`src/rtl/multiplier_timing_if.sv`:
```
// Operand, handshake and result bundle for multiplier_timing.
// master drives the operands and handshake; slave is the multiplier itself.
interface multiplier_timing_if #(
  parameter int unsigned N = 8
) ();
  logic [N-1:0]   Ain;
  logic [N-1:0]   Bin;
  logic [N-1:0]   Cin;
  logic           Start;
  logic           Ack;
  logic           SCEN;
  logic [2*N-1:0] Product;
  logic           RemOk;
  logic           Done;
  logic           Qi;
  logic           Qc;
  logic           Qd;

  modport master (
    output Ain, Bin, Cin, Start, Ack, SCEN,
    input  Product, RemOk, Done, Qi, Qc, Qd
  );

  modport slave (
    input  Ain, Bin, Cin, Start, Ack, SCEN,
    output Product, RemOk, Done, Qi, Qc, Qd
  );
endinterface

```
`src/rtl/multiplier_timing.sv`:
```
// Multi-cycle Product = Ain*Bin + Cin with one-hot INITIAL/COMPUTE/DONE_S control and SCEN stepping.
// Define MULT_SHIFT_ADD_EN for fixed-latency shift-and-add; default is repeated addition.
module multiplier_timing #(
  parameter int unsigned N = 8
) (
  input logic               Clk,
  input logic               Reset,
  multiplier_timing_if.slave bus
);

  typedef enum logic [2:0] {
    StInitial = 3'b001,
    StCompute = 3'b010,
    StDone    = 3'b100
  } state_t;

  state_t         state_q, state_d;
  logic [2*N-1:0] acc_q, acc_d;
  logic [2*N-1:0] a_q, a_d;
  logic           remok_q, remok_d;

`ifdef MULT_SHIFT_ADD_EN
  localparam int unsigned IW = $clog2(N + 1);
  logic [N-1:0]  m_q, m_d;
  logic [IW-1:0] i_q, i_d;
`else
  logic [N-1:0]  cnt_q, cnt_d;
`endif

  always_comb begin
    state_d = state_q;
    acc_d   = acc_q;
    a_d     = a_q;
    remok_d = remok_q;
`ifdef MULT_SHIFT_ADD_EN
    m_d     = m_q;
    i_d     = i_q;
`else
    cnt_d   = cnt_q;
`endif
    unique case (state_q)
      StInitial: begin
        // Operands are reloaded every cycle so the Start edge captures them.
        acc_d   = {{N{1'b0}}, bus.Cin};
        a_d     = {{N{1'b0}}, bus.Ain};
        remok_d = (bus.Cin < bus.Ain);
`ifdef MULT_SHIFT_ADD_EN
        m_d     = bus.Bin;
        i_d     = '0;
`else
        cnt_d   = bus.Bin;
`endif
        if (bus.Start) state_d = StCompute;
      end
      StCompute: begin
        if (bus.SCEN) begin
`ifdef MULT_SHIFT_ADD_EN
          if (i_q == IW'(N)) begin
            state_d = StDone;
          end else begin
            if (m_q[0]) acc_d = acc_q + a_q;
            a_d = a_q << 1;
            m_d = m_q >> 1;
            i_d = i_q + IW'(1);
          end
`else
          if (cnt_q == '0) begin
            state_d = StDone;
          end else begin
            acc_d = acc_q + a_q;
            cnt_d = cnt_q - N'(1);
          end
`endif
        end
      end
      StDone: begin
        if (bus.Ack) state_d = StInitial;
      end
      default: state_d = StInitial;
    endcase
  end

  always_ff @(posedge Clk or posedge Reset) begin
    if (Reset) begin
      state_q <= StInitial;
      acc_q   <= '0;
      a_q     <= '0;
      remok_q <= 1'b0;
`ifdef MULT_SHIFT_ADD_EN
      m_q     <= '0;
      i_q     <= '0;
`else
      cnt_q   <= '0;
`endif
    end else begin
      state_q <= state_d;
      acc_q   <= acc_d;
      a_q     <= a_d;
      remok_q <= remok_d;
`ifdef MULT_SHIFT_ADD_EN
      m_q     <= m_d;
      i_q     <= i_d;
`else
      cnt_q   <= cnt_d;
`endif
    end
  end

  assign {bus.Qd, bus.Qc, bus.Qi} = state_q;
  assign bus.Done    = state_q[2];
  assign bus.Product = acc_q;
  assign bus.RemOk   = remok_q;

endmodule

```
`src/flat_wrapper.sv`:
```
// flat-port wrapper written by rule: the top's interface ports become plain ports
module multiplier_timing_flat 
#(
  parameter int unsigned N = 8
)
  (Clk, Reset, bus_Ain, bus_Bin, bus_Cin, bus_Start, bus_Ack, bus_SCEN, bus_Product, bus_RemOk, bus_Done, bus_Qi, bus_Qc, bus_Qd);
  multiplier_timing_if #(.N(N)) bus_i ();
  input logic Clk;
  input logic Reset;
  input wire logic [$bits(bus_i.Ain)-1:0] bus_Ain;
  input wire logic [$bits(bus_i.Bin)-1:0] bus_Bin;
  input wire logic [$bits(bus_i.Cin)-1:0] bus_Cin;
  input wire logic [$bits(bus_i.Start)-1:0] bus_Start;
  input wire logic [$bits(bus_i.Ack)-1:0] bus_Ack;
  input wire logic [$bits(bus_i.SCEN)-1:0] bus_SCEN;
  output wire logic [$bits(bus_i.Product)-1:0] bus_Product;
  output wire logic [$bits(bus_i.RemOk)-1:0] bus_RemOk;
  output wire logic [$bits(bus_i.Done)-1:0] bus_Done;
  output wire logic [$bits(bus_i.Qi)-1:0] bus_Qi;
  output wire logic [$bits(bus_i.Qc)-1:0] bus_Qc;
  output wire logic [$bits(bus_i.Qd)-1:0] bus_Qd;
  assign bus_i.Ain = bus_Ain;
  assign bus_i.Bin = bus_Bin;
  assign bus_i.Cin = bus_Cin;
  assign bus_i.Start = bus_Start;
  assign bus_i.Ack = bus_Ack;
  assign bus_i.SCEN = bus_SCEN;
  assign bus_Product = bus_i.Product;
  assign bus_RemOk = bus_i.RemOk;
  assign bus_Done = bus_i.Done;
  assign bus_Qi = bus_i.Qi;
  assign bus_Qc = bus_i.Qc;
  assign bus_Qd = bus_i.Qd;
  multiplier_timing #(.N(N)) u_core (.Clk(Clk), .Reset(Reset), .bus(bus_i));
endmodule
```
`config.mk`:
```
export PLATFORM = sky130hd
export DESIGN_NAME = multiplier_timing_flat
export DESIGN_NICKNAME = d
export VERILOG_FILES = /design/src/rtl/multiplier_timing_if.sv /design/src/rtl/multiplier_timing.sv /design/src/flat_wrapper.sv
export SDC_FILE = /design/constraint.sdc
export NUM_CORES = 1
export LEC_CHECK = 0
export BUFFER_PORTS_ARGS = -buffer_cell sky130_fd_sc_hd__buf_2
export CAP_MARGIN = 40
export CORE_MARGIN = 10
export CORE_UTILIZATION = 57
export CTS_BUF_LIST = sky130_fd_sc_hd__clkbuf_4
export DETAILED_ROUTE_END_ITERATION = 10
export PLACE_DENSITY = 0.89
export SYNTH_ARGS = -nofsm -noshare
export SYNTH_HDL_FRONTEND = slang
export SYNTH_SLANG_ARGS = --single-unit
```
`constraint.sdc`:
```
create_clock -name Clk -period 2.5 [get_ports Clk]
set_input_delay 0.375 -clock Clk [delete_from_list [all_inputs] [get_ports Clk]]
set_output_delay 0.375 -clock Clk [all_outputs]
set_load 0.03 [all_outputs]
```
After elaboration in Yosys (flattened, before gate mapping)
Index checks and enable logic that the tools add are counted.

Bits in registers: 36. Latch bits: 0. RAM bits: 0. Memory bits (read-only): 0. Output and inout port bits: 21. Word-level logic and storage cells: 31. Memories kept: 0.

Add/subtract/negate cells: 2. Multiply operators: 0. Div/mod/pow operators: 0. Magnitude comparators: 1. Eq/ne operators: 8. Shift-type cells: 0. Muxes and demuxes: 11. Bitwise logic cells: 0. Reductions and logical operators: 4.

Operator list (number): two-way mux 16 bit (2); one-hot mux 16 bit (2 select lines) (1); adder 16 x 8 -> 16 bit (1); two-way mux 8 bit (2); one-hot mux 8 bit (2 select lines) (1); two-way mux 3 bit (4); one-hot mux 3 bit (3 select lines) (1); logical NOT 8 bit (1); less-than comparator 8 bit (1); inequality test 2 bit, second input constant (4); subtractor 8 x 1 -> 8 bit, second input constant (1); AND reduction 4 bit (1); equality test 3 x 1 -> 1 bit, second input constant (1); equality test 3 x 2 -> 1 bit, second input constant (1); equality test 3 bit, second input constant (1); AND reduction 3 bit (1); inequality test 2 x 1 -> 1 bit, second input constant (1); nonzero test 2 bit (1).

Longest topological paths before layout
Depth in word-level cells: 4. Gate-level depth with buffers: 8. Depth with buffers taken out: 8.

Worst setup path before layout
No wires, ideal clock.

Path type: flip-flop to flip-flop. Start point: register u_core.acc_q[0], in the netlist u_core.bus.Product[0]. End point: register u_core.acc_q[12], in the netlist u_core.bus.Product[12]. Arrival time: 2.052 ns. Data required time: 2.381 ns. Path slack: 0.329 ns. Cell stages (with the launch flop): 9. Cells stage by stage: dfrtp_1 ha_1 fa_1 a21o_1 a21oi_1 o21ai_0 nand4bb_1 xor2_1 nor2_1.

Cells in the longest elaborated chain, start to end: 4.

RTL lines: from (decl) (RTL line multiplier_timing.sv:18) `logic [2*N-1:0] acc_q, acc_d;`; from (signal assigned) (RTL line multiplier_timing.sv:86) `acc_q <= '0;`; from (signal assigned) (RTL line multiplier_timing.sv:97) `acc_q <= acc_d;`; adder 16 x 8 -> 16 bit (RTL line multiplier_timing.sv:70) `acc_d = acc_q + a_q;`; two-way mux 16 bit (RTL line multiplier_timing.sv:67) `if (cnt_q == '0) begin`; two-way mux 16 bit (RTL line multiplier_timing.sv:56) `if (bus.SCEN) begin`; one-hot mux 16 bit (2 select lines) (RTL line multiplier_timing.sv:41) `unique case (state_q)`.

Every way passes these cells. The select of a mux whose other input is x is not followed. A chain may end at the register's enable or synchronous reset.

Worst setup path in the final report
Ends and elaborated chain as after synthesis.

==> flow_summary_export.csv <==
group,metric,value,unit
floorplan,die_x,84.3,µm
clocking,cts_hold_buf,0,
detailed_routing,ant_nets,0,
timing,hold_viol,0,
power,switching_share,50.4,%
place,portBuffers,49,
clocking,clk_latency,0.34,ns
power,clockPowerShare,8.4,%
detailed_routing,drtPass1Iterations,4,
critical_path,crit_fanout,4,
synth,synthesis.area,2350,µm²
timing,max_freq,428,MHz
global_routing,antenna_found_initial,0,
synth,yosysTopAreaCellShare,37.2,%
global_routing,grt_first_pass_wirelength,9.92,mm
detailed_routing,vias,2121,
final_layout,finalInstanceArea,2700,µm²
global_routing,grt_pass1_vias,2228,
clocking,cts_tree,"yes",
clocking,root_buffer,"clkbuf_4",
timing,slew_headroom,58.9,%
global_routing,grt_start_max_net_pins,22,
synth,syn_avg_cell_area,8.85,µm²
clocking,clk_pin_slew,0.10,ns
clocking,cts_setup_buffers,0,
final_layout,drive_gt1_share,23.3,%
run,cap_viol_max_count,0,
timing,tightest_slew,0.616,ns
power,power.density,1330,nW/µm²
timing,rsz0062_at_grt,"false",
timing,setup_tns,0,ns
detailed_routing,wl_per_cell,15.8,µm
critical_path,worstPathArrival,2.56,ns
critical_path,ff2ff_setup_slack,0.17,ns
critical_path,cp.required,2.73,ns
clocking,cts.sinks,36,
clocking,numCtsBuffers,5,
synth,yosysWarnings,0,
floorplan,start_util,58.9,%
power,sequentialPowerShare,29.5,%
synth,synthesis.nets,313,
timing,setup_viol,0,
synth,synth_edf_count,0,
global_routing,grt_usage,16.4,%
timing,worst_hold_slack,0.0975,ns
power,p_switching,0.00181,W
floorplan,rows,23,
synth,ys_top_cells_by_area,"dfrtp_1, ha_1, a21oi_1",
final_layout,syn_to_final_growth,14.8,%
floorplan,core_area,4000,µm²
floorplan,boundaryPins,50,
synth,ys_seq_area_share,38.3,%
min_path,hold_class,"in -> async",
timing,finalCritPeriodShare,93.3,%
place,gp_congestion,0.875,
power,p_leak,1.30,nW
clocking,htree_num_levels,2,
global_routing,grt_overflow,0,
critical_path,crit_type,"reg -> reg",
synth,synth_seq_cells,36,
timing,slew_viol_final,0,
critical_path,r2r-end,"u_core.bus.Product[12]$_DFFE_PP0P_",
clocking,clk_path_buf_depth,2,
critical_path,rr_worst_depth,8,
final_layout,antenna_cells,0,
final_layout,fin_nets,365,
critical_path,reg2reg_from,"u_core.bus.Product[0]$_DFFE_PP0P_",
detailed_routing,route.detailed.drc,0,
critical_path,cp-start-kind,"flip-flop",
synth,synth-main-ff-cell,"dfrtp_1",
power,comb_power_share,62.1,%
critical_path,end_kind,"flip-flop",
clocking,post_cts_resized,0,
power,p_int,0.00178,W
critical_path,crit_path_start,"u_core.bus.Product[0]$_DFFE_PP0P_",
place,dpl.hpwl,4.53,mm
floorplan,die_y,84.3,µm
place,place_area,2650,µm²
run_status,status,"finished clean",
floorplan,dieArea,7100,µm²
synth,yosys.cell_types.count,51,
detailed_routing,routed_wl,5.80,mm
final_layout,fillers,322,
synth,synthArstFlopShare,100,%
synth,synth_top_area_cell,"dfrtp_1",
power,peakVddDrop,0.693,mV
synth,synthCells,266,
timing,clock_skew,0.0123,ns
timing,fin_crit,2.33,ns
detailed_routing,drtIter0Drc,157,
detailed_routing,vias_per_cell,5.76,
-- cell type report --
type	instances	area, µm²	area share [%]
timing repair buffer	55	290	10.7
multi-input combinational	203	1330	49.4
clock buffer	6	45.0	1.67
sequential	36	902	33.4
clock inverter	1	5.00	0.185
tap	50	62.6	2.31
inverter	17	63.8	2.36
-- critical path, stage by stage, from the launching register on --
cell	delay [ns]
dfrtp_1	0.41
ha_1	0.24
fa_1	0.41
a21o_1	0.17
a21oi_1	0.35
o21ai_0	0.26
nand4bb_1	0.18
xor2_1	0.16
nor2_1	0.05
-- sequential cells by signal (all words and copies together) (netlist names) --
register and count:
u_core.a_q 8, u_core.bus.Product 16, u_core.bus.RemOk 1, u_core.cnt_q 8, u_core.state_q 3
-- routing by layer --
metal	global-route usage, %	wire length [µm]
met1	18.6	2500
met2	27.6	2900
met4	8.37	129
met5	0	0
met3	4.25	272
-- synth_stat cells, drive strengths merged (2+ instances only) --
master  count
nand4       2
xor2        3
o22ai       2
a21oi      27
clkbuf      5
o311ai      2
dfrtp      35
nand3       6
nand2      32
a31oi       7
o211ai      2
a211oi      3
inv        17
a21o        6
o21a        4
nand2b      3
or4         2
buf         5
nor2       25
nand3b      2
nor3        8
o21ai      24
nor3b       2
xnor2       6
ha         17
-- metrics by stage --
| step | std cells | power (W) | setup WS, ns | utilization [%] |
|---|---|---|---|---|
| 3_3_place_gp | 361 | 0.00316 | 0.272 | 66.3 |
| 4_1_cts | 368 | 0.00358 | 0.200 | 67.6 |
| 2_1_floorplan | 266 | 0.00273 | 0.329 | - |
| 3_5_place_dp | 361 | 0.00327 | 0.213 | 66.3 |
| 6_report | 368 | 0.00359 | 0.166 | 67.6 |
| 5_1_grt | 368 | 0.00390 | 0.0313 | 67.6 |
-- cells in the final DEF, fill, tap and decap left out, drive strengths merged, types with 4 or more instances in the layout --
cell type and n:
nand2 32, o21a 4, a21oi 27, nand3 6
clkbuf 6, buf 55, o21ai 24, a21o 6
nor2 25, ha 17, a31oi 7, nor3 8
dfrtp 35, inv 17, xnor2 6
-- power by group through the flow --
stage	logic [W]	registers, W	clock network [W]
after floorplan	0.00154	0.00119	0
after global placement	0.00212	0.00105	0
after detailed placement	0.00221	0.00106	0
after CTS	0.00222	0.00105	0.000308
after global routing	0.00247	0.00109	0.000340
final	0.00223	0.00106	0.000302
-- worst max-delay path by stage --
stage                     cells after the start                                 end  slack (ns)
final                                         8  u_core.bus.Product[12]$_DFFE_PP0P_        0.17
after global routing                          7  u_core.bus.Product[15]$_DFFE_PP0P_        0.03
after CTS                                     8  u_core.bus.Product[12]$_DFFE_PP0P_        0.20
after detailed placement                      8  u_core.bus.Product[12]$_DFFE_PP0P_        0.21
after global placement                        8  u_core.bus.Product[12]$_DFFE_PP0P_        0.27
after floorplan                               8  u_core.bus.Product[12]$_DFFE_PP0P_        0.33
-- kinds of logic (layout without fill, tap and decap cells) --
| logic type | after synthesis | in the layout | share of synthesized area, % |
|---|---|---|---|
| buffers and inverters | 27 | 79 | 5.05 |
| xor gates and xnor gates | 9 | 9 | 3.35 |
| and+or+nand+nor | 91 | 91 | 19.7 |
| muxes | 1 | 1 | 0.425 |
| adders and majority gates | 18 | 18 | 9.88 |
| AOI/OAI and AO/OA | 84 | 84 | 23.3 |
| DFF | 36 | 36 | 38.3 |
Note: power is estimated with default switching activity, not from simulation.
